==> src/rtl/sram_req_arbiter_pkg.sv <==
// Shared constants for the SRAM request arbiter: requester ids, size codes, default depth.
`default_nettype none

package sram_arb_pkg;

  localparam logic REQ_INST = 1'b0;
  localparam logic REQ_DATA = 1'b1;

  localparam logic [1:0] SIZE_BYTE = 2'd0;
  localparam logic [1:0] SIZE_HALF = 2'd1;
  localparam logic [1:0] SIZE_WORD = 2'd2;

  localparam int DEFAULT_MAX_OUTSTANDING = 4;

endpackage

`default_nettype wire

==> src/rtl/owner_tag_fifo.sv <==
// Circular FIFO of 1-bit owner tags, one entry per accepted but not yet returned request.
`default_nettype none

module owner_tag_fifo
  import sram_arb_pkg::*;
#(
  parameter int DEPTH = DEFAULT_MAX_OUTSTANDING
) (
  input  logic clk,
  input  logic reset,
  input  logic push,
  input  logic push_id,
  input  logic pop,
  output logic full,
  output logic empty,
  output logic head
);

  localparam int PTR_W = $clog2(DEPTH);
  localparam logic [PTR_W:0] FULL_CNT = DEPTH[PTR_W:0];

  logic [DEPTH-1:0] mem;
  logic [PTR_W-1:0] rd_ptr;
  logic [PTR_W-1:0] wr_ptr;
  logic [PTR_W:0]   count;

  // Depth is a power of two, so the pointers wrap naturally.
  always_ff @(posedge clk) begin
    if (reset) begin
      rd_ptr <= '0;
      wr_ptr <= '0;
      count  <= '0;
    end else begin
      if (push) begin
        mem[wr_ptr] <= push_id;
        wr_ptr      <= wr_ptr + 1'b1;
      end
      if (pop) begin
        rd_ptr <= rd_ptr + 1'b1;
      end
      case ({push, pop})
        2'b10:   count <= count + 1'b1;
        2'b01:   count <= count - 1'b1;
        default: count <= count;
      endcase
    end
  end

  assign full  = (count == FULL_CNT);
  assign empty = (count == '0);
  assign head  = mem[rd_ptr];

endmodule

`default_nettype wire

==> src/rtl/sram_req_arbiter.sv <==
// Shares one SRAM-like port between IF and MEM requesters, routing data_ok by acceptance order.
// Optional round-robin arbitration when ARB_ROUND_ROBIN_EN is defined (fixed data priority otherwise).
`default_nettype none

module sram_req_arbiter
  import sram_arb_pkg::*;
#(
  parameter int MAX_OUTSTANDING = DEFAULT_MAX_OUTSTANDING,
  parameter int ADDR_W          = 32
) (
  input  logic              clk,
  input  logic              reset,

  input  logic              inst_sram_req,
  input  logic              inst_sram_wr,
  input  logic [1:0]        inst_sram_size,
  input  logic [3:0]        inst_sram_wstrb,
  input  logic [ADDR_W-1:0] inst_sram_addr,
  input  logic [ADDR_W-1:0] inst_sram_wdata,
  output logic              inst_sram_addr_ok,
  output logic              inst_sram_data_ok,
  output logic [ADDR_W-1:0] inst_sram_rdata,

  input  logic              data_sram_req,
  input  logic              data_sram_wr,
  input  logic [1:0]        data_sram_size,
  input  logic [3:0]        data_sram_wstrb,
  input  logic [ADDR_W-1:0] data_sram_addr,
  input  logic [ADDR_W-1:0] data_sram_wdata,
  output logic              data_sram_addr_ok,
  output logic              data_sram_data_ok,
  output logic [ADDR_W-1:0] data_sram_rdata,

  output logic              slv_sram_req,
  output logic              slv_sram_wr,
  output logic [1:0]        slv_sram_size,
  output logic [3:0]        slv_sram_wstrb,
  output logic [ADDR_W-1:0] slv_sram_addr,
  output logic [ADDR_W-1:0] slv_sram_wdata,
  input  logic              slv_sram_addr_ok,
  input  logic              slv_sram_data_ok,
  input  logic [ADDR_W-1:0] slv_sram_rdata
);

  logic lock_valid;
  logic lock_id;
  logic grant_valid;
  logic grant_id;
  logic fifo_full;
  logic fifo_empty;
  logic fifo_head;
  logic accept;
  logic ret;

`ifdef ARB_ROUND_ROBIN_EN
  logic rr_last;
`endif

  always_comb begin
    grant_valid = 1'b0;
    grant_id    = REQ_INST;
    if (!reset && !fifo_full) begin
      // A stalled request must stay on the bus unchanged until the slave takes it.
      if (lock_valid && ((lock_id == REQ_DATA) ? data_sram_req : inst_sram_req)) begin
        grant_valid = 1'b1;
        grant_id    = lock_id;
      end else if (data_sram_req && inst_sram_req) begin
        grant_valid = 1'b1;
`ifdef ARB_ROUND_ROBIN_EN
        grant_id    = ~rr_last;
`else
        grant_id    = REQ_DATA;
`endif
      end else if (data_sram_req) begin
        grant_valid = 1'b1;
        grant_id    = REQ_DATA;
      end else if (inst_sram_req) begin
        grant_valid = 1'b1;
        grant_id    = REQ_INST;
      end
    end
  end

  always_comb begin
    slv_sram_req   = grant_valid;
    slv_sram_wr    = 1'b0;
    slv_sram_size  = '0;
    slv_sram_wstrb = '0;
    slv_sram_addr  = '0;
    slv_sram_wdata = '0;
    if (grant_valid) begin
      if (grant_id == REQ_DATA) begin
        slv_sram_wr    = data_sram_wr;
        slv_sram_size  = data_sram_size;
        slv_sram_wstrb = data_sram_wstrb;
        slv_sram_addr  = data_sram_addr;
        slv_sram_wdata = data_sram_wdata;
      end else begin
        slv_sram_wr    = inst_sram_wr;
        slv_sram_size  = inst_sram_size;
        slv_sram_wstrb = inst_sram_wstrb;
        slv_sram_addr  = inst_sram_addr;
        slv_sram_wdata = inst_sram_wdata;
      end
    end
  end

  assign accept            = slv_sram_req & slv_sram_addr_ok;
  assign inst_sram_addr_ok = accept & (grant_id == REQ_INST);
  assign data_sram_addr_ok = accept & (grant_id == REQ_DATA);

  assign ret               = slv_sram_data_ok & ~fifo_empty & ~reset;
  assign inst_sram_data_ok = ret & (fifo_head == REQ_INST);
  assign data_sram_data_ok = ret & (fifo_head == REQ_DATA);
  assign inst_sram_rdata   = slv_sram_rdata;
  assign data_sram_rdata   = slv_sram_rdata;

  always_ff @(posedge clk) begin
    if (reset) begin
      lock_valid <= 1'b0;
      lock_id    <= REQ_INST;
    end else begin
      lock_valid <= grant_valid & ~slv_sram_addr_ok;
      lock_id    <= grant_id;
    end
  end

`ifdef ARB_ROUND_ROBIN_EN
  always_ff @(posedge clk) begin
    if (reset) begin
      rr_last <= REQ_INST;
    end else if (accept) begin
      rr_last <= grant_id;
    end
  end
`endif

`ifndef SYNTHESIS
  always_ff @(posedge clk) begin
    if (!reset && slv_sram_data_ok) begin
      assert (!fifo_empty) else $info("sram_req_arbiter: data_ok with no outstanding request ignored");
    end
  end
`endif

  owner_tag_fifo #(
    .DEPTH (MAX_OUTSTANDING)
  ) u_tag_fifo (
    .clk     (clk),
    .reset   (reset),
    .push    (accept),
    .push_id (grant_id),
    .pop     (ret),
    .full    (fifo_full),
    .empty   (fifo_empty),
    .head    (fifo_head)
  );

endmodule

`default_nettype wire
==> config.mk <==
export PLATFORM = sky130hd
export DESIGN_NAME = sram_req_arbiter
export DESIGN_NICKNAME = d
export VERILOG_FILES = /design/src/rtl/sram_req_arbiter_pkg.sv /design/src/rtl/owner_tag_fifo.sv /design/src/rtl/sram_req_arbiter.sv
export SDC_FILE = /design/constraint.sdc
export NUM_CORES = 1
export LEC_CHECK = 0
export CAP_MARGIN = 20
export CELL_PAD_IN_SITES_DETAIL_PLACEMENT = 1
export CELL_PAD_IN_SITES_GLOBAL_PLACEMENT = 1
export CORE_MARGIN = 2
export CORE_UTILIZATION = 17
export CTS_BUF_LIST = sky130_fd_sc_hd__clkbuf_16
export DETAILED_ROUTE_END_ITERATION = 12
export GPL_ROUTABILITY_DRIVEN = 0
export GPL_TIMING_DRIVEN = 0
export PLACE_DENSITY_LB_ADDON = 0.1
export SYNTH_ARGS = -nofsm -noshare
export SYNTH_HDL_FRONTEND = slang
export SYNTH_SLANG_ARGS = --single-unit
export TNS_END_PERCENT = 50
==> constraint.sdc <==
create_clock -name clk -period 5.7 [get_ports clk]
set_input_delay 0.855 -clock clk [delete_from_list [all_inputs] [get_ports clk]]
set_output_delay 0.855 -clock clk [all_outputs]
set_load 0.005 [all_outputs]
==> impl_metrics.env, run 1 <==
export IMPL_syn_inst=296
export IMPL_crit_required_ps=4850
export IMPL_clk_pin_slew_ps=40
export IMPL_core_area_mm2=0.0139
export IMPL_finalHoldViolCount=0
export IMPL_clock_sink_count=13
export IMPL_grt_max_degree=11
export IMPL_clock_path_buffers=2
export IMPL_fin_worst_skew_ps=2.07
export IMPL_holdWs_ps=536
export IMPL_yosys_area_top_type_share_pct=29.9
export IMPL_htree_levels=1
export IMPL_dr_pass1_iters=4
export IMPL_ys_warn_count=0
export IMPL_setup_viol=0
export IMPL_postCtsHoldBufs=0
export IMPL_ioPinCount=320
export IMPL_avgRoutedWirePerCell_um=16.9
export IMPL_clock_latency_ps=240
export IMPL_cts_tree="yes"
export IMPL_synth_top_cell_by_area="mux2i_1"
export IMPL_post_cts_buffers=0
export IMPL_drc=0
export IMPL_multi_input_area_mm2=0.00142
export IMPL_drive_above_1_share_pct=15.7
export IMPL_synth_seq_cells=13
export IMPL_die_area_mm2=0.0151
export IMPL_floorplan_initialDensity_pct=17.3
export IMPL_synth_most_common_cell="nor2_1"
export IMPL_die_h_um=123
export IMPL_p_per_area_mw_per_mm2=122
export IMPL_grt_first_pass_wirelength_um=17500
export IMPL_cts_resized=0
export IMPL_peakVddDrop_uv=138
export IMPL_slew_violations=0
export IMPL_antenna_found_initial=1
export IMPL_synth_area_mm2=0.00241
export IMPL_synthFlopType="dfxtp_1"
export IMPL_synthTopCellsByCount="nor2_1 (78), mux2i_1 (72), buf_4 (71), dfxtp_1 (9)"
export IMPL_synth_distinct_cells=38
export IMPL_diodes=0
export IMPL_avgSynthCellArea_um2=8.13
export IMPL_wl_met2_um=6970
export IMPL_outcome="completed"
export IMPL_fin_setup_tns_ps=0
export IMPL_clock_root_buffer="clkbuf_16"
export IMPL_routed_top_layer="met5"
export IMPL_gr_total_overflow=0
export IMPL_path_class="in -> out"
export IMPL_route_met3_wl_um=1130
export IMPL_end_kind="output pin"
export IMPL_nFillCells=1640
export IMPL_fp_dieW_um=123
export IMPL_synth_nets=481
export IMPL_drt_initial_drc_count=44
export IMPL_fin_crit_ps=3810
export IMPL_leakage_nw=2.55
export IMPL_drt_vias_per_instance=3.96
export IMPL_portBuffers=287
export IMPL_fmax_mhz=263
export IMPL_path_max_fanout=10
export IMPL_routed_wl_um=13000
export IMPL_ant_nets=0
export IMPL_num_rows=43
export IMPL_max_cap_violations=0
export IMPL_rsz0062_at_grt="no"
export IMPL_num_vias=3040
export IMPL_async_reset_ff_share_pct=0
export IMPL_grt_util_all_layers_pct=15.0
export IMPL_hp_class="reg -> reg"
export IMPL_synthTopCellsByArea="mux2i_1 (30%), buf_4 (22%), nor2_1 (12%), dfxtp_1 (7.5%), edfxtp_1 (5.0%)"
export IMPL_critical_path_arrival_ps=2950
export IMPL_cp_start_kind="input pin"
export IMPL_tightest_slew_ps=750
export IMPL_ff_latch_area_um2=300
export IMPL_dp_hpwl_um=11300
export IMPL_finalCritPeriodShare_pct=66.8
export IMPL_finalNetCount=773
export IMPL_cts_inserted_buffers=3
export IMPL_syn_to_final_growth_pct=132
export IMPL_maxSlewHeadroom_pct=49.5
export IMPL_grt_pass1_vias=3071
export IMPL_synth_seq_area_share_pct=12.5
export IMPL_wl_met1_um=4610
export IMPL_synth_edf_count=4
==> power by group <==
group | internal [mW] | switching, mW | leakage (nW)
Combinational | 0.294 | 0.147 | 2.39
Sequential | 0.103 | 0.00932 | 0.111
Clock | 0.0931 | 0.0371 | 0.0409
Total | 0.490 | 0.193 | 2.55
==> final cells by class <==
| class | count | area share, % |
|---|---|---|
| sequential | 13 | 5.38 |
| inverter | 7 | 0.470 |
| timing repair buffer | 287 | 51.4 |
| clock buffer | 3 | 1.34 |
| buffer | 81 | 11.8 |
| clock inverter | 1 | 0.0896 |
| tap | 180 | 4.03 |
| multi-input combinational | 195 | 25.5 |
==> metrics by stage <==
| step | power, mW | std cells | utilization, % | area (um2) | worst slack, ps |
|---|---|---|---|---|---|
| final | 0.683 | 767 | 40.2 | 5590 | 1890 |
| after global routing | 0.728 | 767 | 40.2 | 5590 | 1750 |
| after CTS | 0.695 | 767 | 40.2 | 5590 | 1830 |
| after detailed placement | 0.560 | 763 | 39.7 | 5510 | 1840 |
| after global placement | 0.552 | 763 | 39.7 | 5510 | 1910 |
| after floorplan | 0.293 | 296 | - | 2410 | 3190 |
==> worst paths after layout <==
kind | to | cells past startpoint | slack, ps | from
hold reg to reg | u_tag_fifo.rd_ptr[1] | 2 | 540 | u_tag_fifo.rd_ptr[1]
setup reg to reg | u_tag_fifo.count[2] | 6 | 3210 | u_tag_fifo.count[0]
hold / removal | u_tag_fifo.rd_ptr[1] | 2 | 540 | u_tag_fifo.rd_ptr[1]
setup / recovery | inst_sram_addr_ok | 5 | 1890 | reset
==> cell usage in the layout, fill, tap and decap left out, drive strengths merged, types with 4 or more instances in the layout <==
master / instances
dfxtp: 9
clkdlybuf4s50: 287
ha: 4
nor3: 4
and2: 5
nor2: 78
inv: 7
clkbuf: 4
o21ai: 4
mux2i: 72
buf: 80
edfxtp: 4
==> kinds of logic after synthesis <==
group,after synthesis,synth area share [%]
XOR/XNOR,3,1.09
adder cells (fa/ha/maj),5,2.91
flip-flops,13,12.5
AND/OR/NAND/NOR,102,19.2
AO/OA/AOI/OAI,12,4.99
buffers and inverters,88,28.4
multiplexers,73,30.9
==> state kept, by name (all words and copies together) (netlist names) <==
register / flops
lock_valid: 1
u_tag_fifo.wr_ptr: 2
u_tag_fifo.count: 3
u_tag_fifo.mem: 4
lock_id: 1
u_tag_fifo.rd_ptr: 2
==> metal layers <==
metal / vias to the layer above / GRT usage, %
met5: - / 0
met3: 16 / 4.20
met2: 140 / 29.5
li1: 1506 / -
met1: 1376 / 16.0
met4: 2 / 2.56
==> critical path, stage by stage <==
cell	delay [ps]
clkdlybuf4s50_1	560
clkbuf_1	320
nor3_2	490
and2_1	220
clkdlybuf4s50_1	510
Note: power is estimated with default switching activity, not from simulation.
==> inputs of run 2 (changes only) <==
CORE_UTILIZATION = 14   (was 17)
clock period = 3.32 ns   (was 5.7 ns; I/O delays follow)
==> run 2 against run 1 <==
- via count up 0.86%
- first-iteration DRC count increased by 2.3%
- combinational power increased by 71%
- critical path depth is 2 higher
- worst setup slack got worse by 1700 ps
- sequential share of layout area is essentially flat
- total power grew 72%
- cell area grew 0.87%
==> impl_metrics.env, run 2 (synthesized netlist as in run 1, its figures left out) <==
export IMPL_clock_root_buffer="clkbuf_16"
export IMPL_antenna_found_initial=0
export IMPL_fin_crit_ps=3090
export IMPL_cp_start_kind="input pin"
export IMPL_peakVddDrop_uv=138
export IMPL_syn_to_final_growth_pct=134
export IMPL_clock_path_buffers=2
export IMPL_mostFrequentLayoutCells="clkdlybuf4s50_1 (287), nor2_1 (78), mux2i_1 (72), buf_4 (71), dfxtp_1 (9)"
export IMPL_path_class="in -> out"
export IMPL_die_h_um=135
export IMPL_diodes=0
export IMPL_dr_pass1_iters=4
export IMPL_crit_required_ps=2820
export IMPL_post_cts_buffers=0
export IMPL_leakage_nw=2.55
export IMPL_grt_max_degree=11
export IMPL_postCtsHoldBufs=0
export IMPL_ant_nets=0
export IMPL_routed_wl_um=12300
export IMPL_max_cap_violations=0
export IMPL_tightest_slew_ps=743
export IMPL_finalCritPeriodShare_pct=93.1
export IMPL_fp_dieW_um=135
export IMPL_crit_buf_inv=4
export IMPL_clock_sink_count=13
export IMPL_critical_path_arrival_ps=2590
export IMPL_grt_first_pass_wirelength_um=17500
export IMPL_floorplan_initialDensity_pct=14.4
export IMPL_dp_hpwl_um=10600
export IMPL_fin_worst_skew_ps=3.25
export IMPL_cts_resized=0
export IMPL_gr_total_overflow=0
export IMPL_holdPathStages=2
export IMPL_avgRoutedWirePerCell_um=15.3
export IMPL_final_common_cell="clkdlybuf4s50_1"
export IMPL_slew_violations=0
export IMPL_place_inst=803
export IMPL_largest_register="u_tag_fifo.mem"
export IMPL_rsz0062_at_grt="no"
export IMPL_path_delay_family="buffers and inverters"
export IMPL_final_cells=807
export IMPL_clock_latency_ps=240
export IMPL_portBuffers=287
export IMPL_fmax_mhz=324
export IMPL_maxSlewHeadroom_pct=50.0
export IMPL_slowest_delay_ps=560
export IMPL_path_max_fanout=10
export IMPL_num_vias=3066
export IMPL_finalNetCount=773
export IMPL_num_rows=47
export IMPL_outcome="completed"
export IMPL_drive_above_1_share_pct=15.5
export IMPL_cpMaxStageDelayCell="clkdlybuf4s50_1"
export IMPL_end_kind="output pin"
export IMPL_ioPinCount=320
export IMPL_grt_util_all_layers_pct=12.1
export IMPL_drt_initial_drc_count=45
export IMPL_cpMostUsedCell="clkdlybuf4s50_1"
export IMPL_largest_register_ffs=4
export IMPL_drc=0
export IMPL_finalHoldViolCount=0
export IMPL_cts_tree="yes"
export IMPL_cp_depth=7
export IMPL_holdWs_ps=549
export IMPL_htree_levels=1
export IMPL_setup_viol=0
export IMPL_cts_inserted_buffers=3
export IMPL_core_area_mm2=0.0167
export IMPL_top_regs="u_tag_fifo.mem: 4 flops, u_tag_fifo.count: 3 flops"
export IMPL_fin_setup_tns_ps=0
export IMPL_rr_worst_depth=6
export IMPL_p_per_area_mw_per_mm2=208
export IMPL_clk_pin_slew_ps=40
export IMPL_drt_vias_per_instance=3.80
export IMPL_cp_cell_sequence="clkdlybuf4s50_1 > nand2b_1 > o21bai_1 > buf_2 > buf_4 > nor2_1 > clkdlybuf4s50_1"
export IMPL_grt_pass1_vias=3189
export IMPL_hp_class="reg -> reg"
export IMPL_die_area_mm2=0.0183
-- run 2: layer usage --
metal	global-route usage (%)	up-vias	part of all wire (%)
met3	2.43	6	8.1
met1	12.5	1400	35
met2	25.0	154	56
met5	0	-	0
li1	-	1506	-
met4	1.85	0	0.68
-- run 2: report_power, final --
part	total, mW	switching (mW)	internal (mW)
sequential	0.193	0.0158	0.177
clock	0.226	0.0669	0.159
combinational	0.754	0.250	0.504
total	1.17	0.333	0.840
-- run 2: layout make-up --
class | count | area [um2]
inverters | 7 | 26.3
plain buffers | 81 | 658
repair buffers | 287 | 2870
multi-input cells | 195 | 1420
well taps | 220 | 275
flip-flops and latches | 13 | 300
clock buffers | 3 | 75.1
fillers | 1967 | 11100
clock inverters | 1 | 3.75
-- run 2: final timing paths --
path	endpoint	slack, ps	startpoint
worst max register to register	u_tag_fifo.count[2]	810	u_tag_fifo.count[0]
worst max-delay path	slv_sram_addr[2]	230	reset
worst min-delay path	u_tag_fifo.rd_ptr[1]	550	u_tag_fifo.rd_ptr[1]
worst min register to register	u_tag_fifo.rd_ptr[1]	550	u_tag_fifo.rd_ptr[1]
-- run 2: worst register-to-register path, cell delays in order (launching register included) --
cell	delay [ps]
dfxtp_1	390
nor3_1	520
a2111oi_4	150
fa_1	460
nor2b_1	160
or4b_2	590
a31oi_1	170
-- run 2: per-stage QoR --
stage	utilization (%)	power [mW]	instance area, um2	worst slack (ps)
2_1_floorplan	-	0.503	2410	1080
3_3_place_gp	33.3	0.948	5560	205
3_5_place_dp	33.3	0.960	5560	171
4_1_cts	33.7	1.20	5630	167
5_1_grt	33.7	1.25	5630	96.9
6_report	33.7	1.17	5630	229
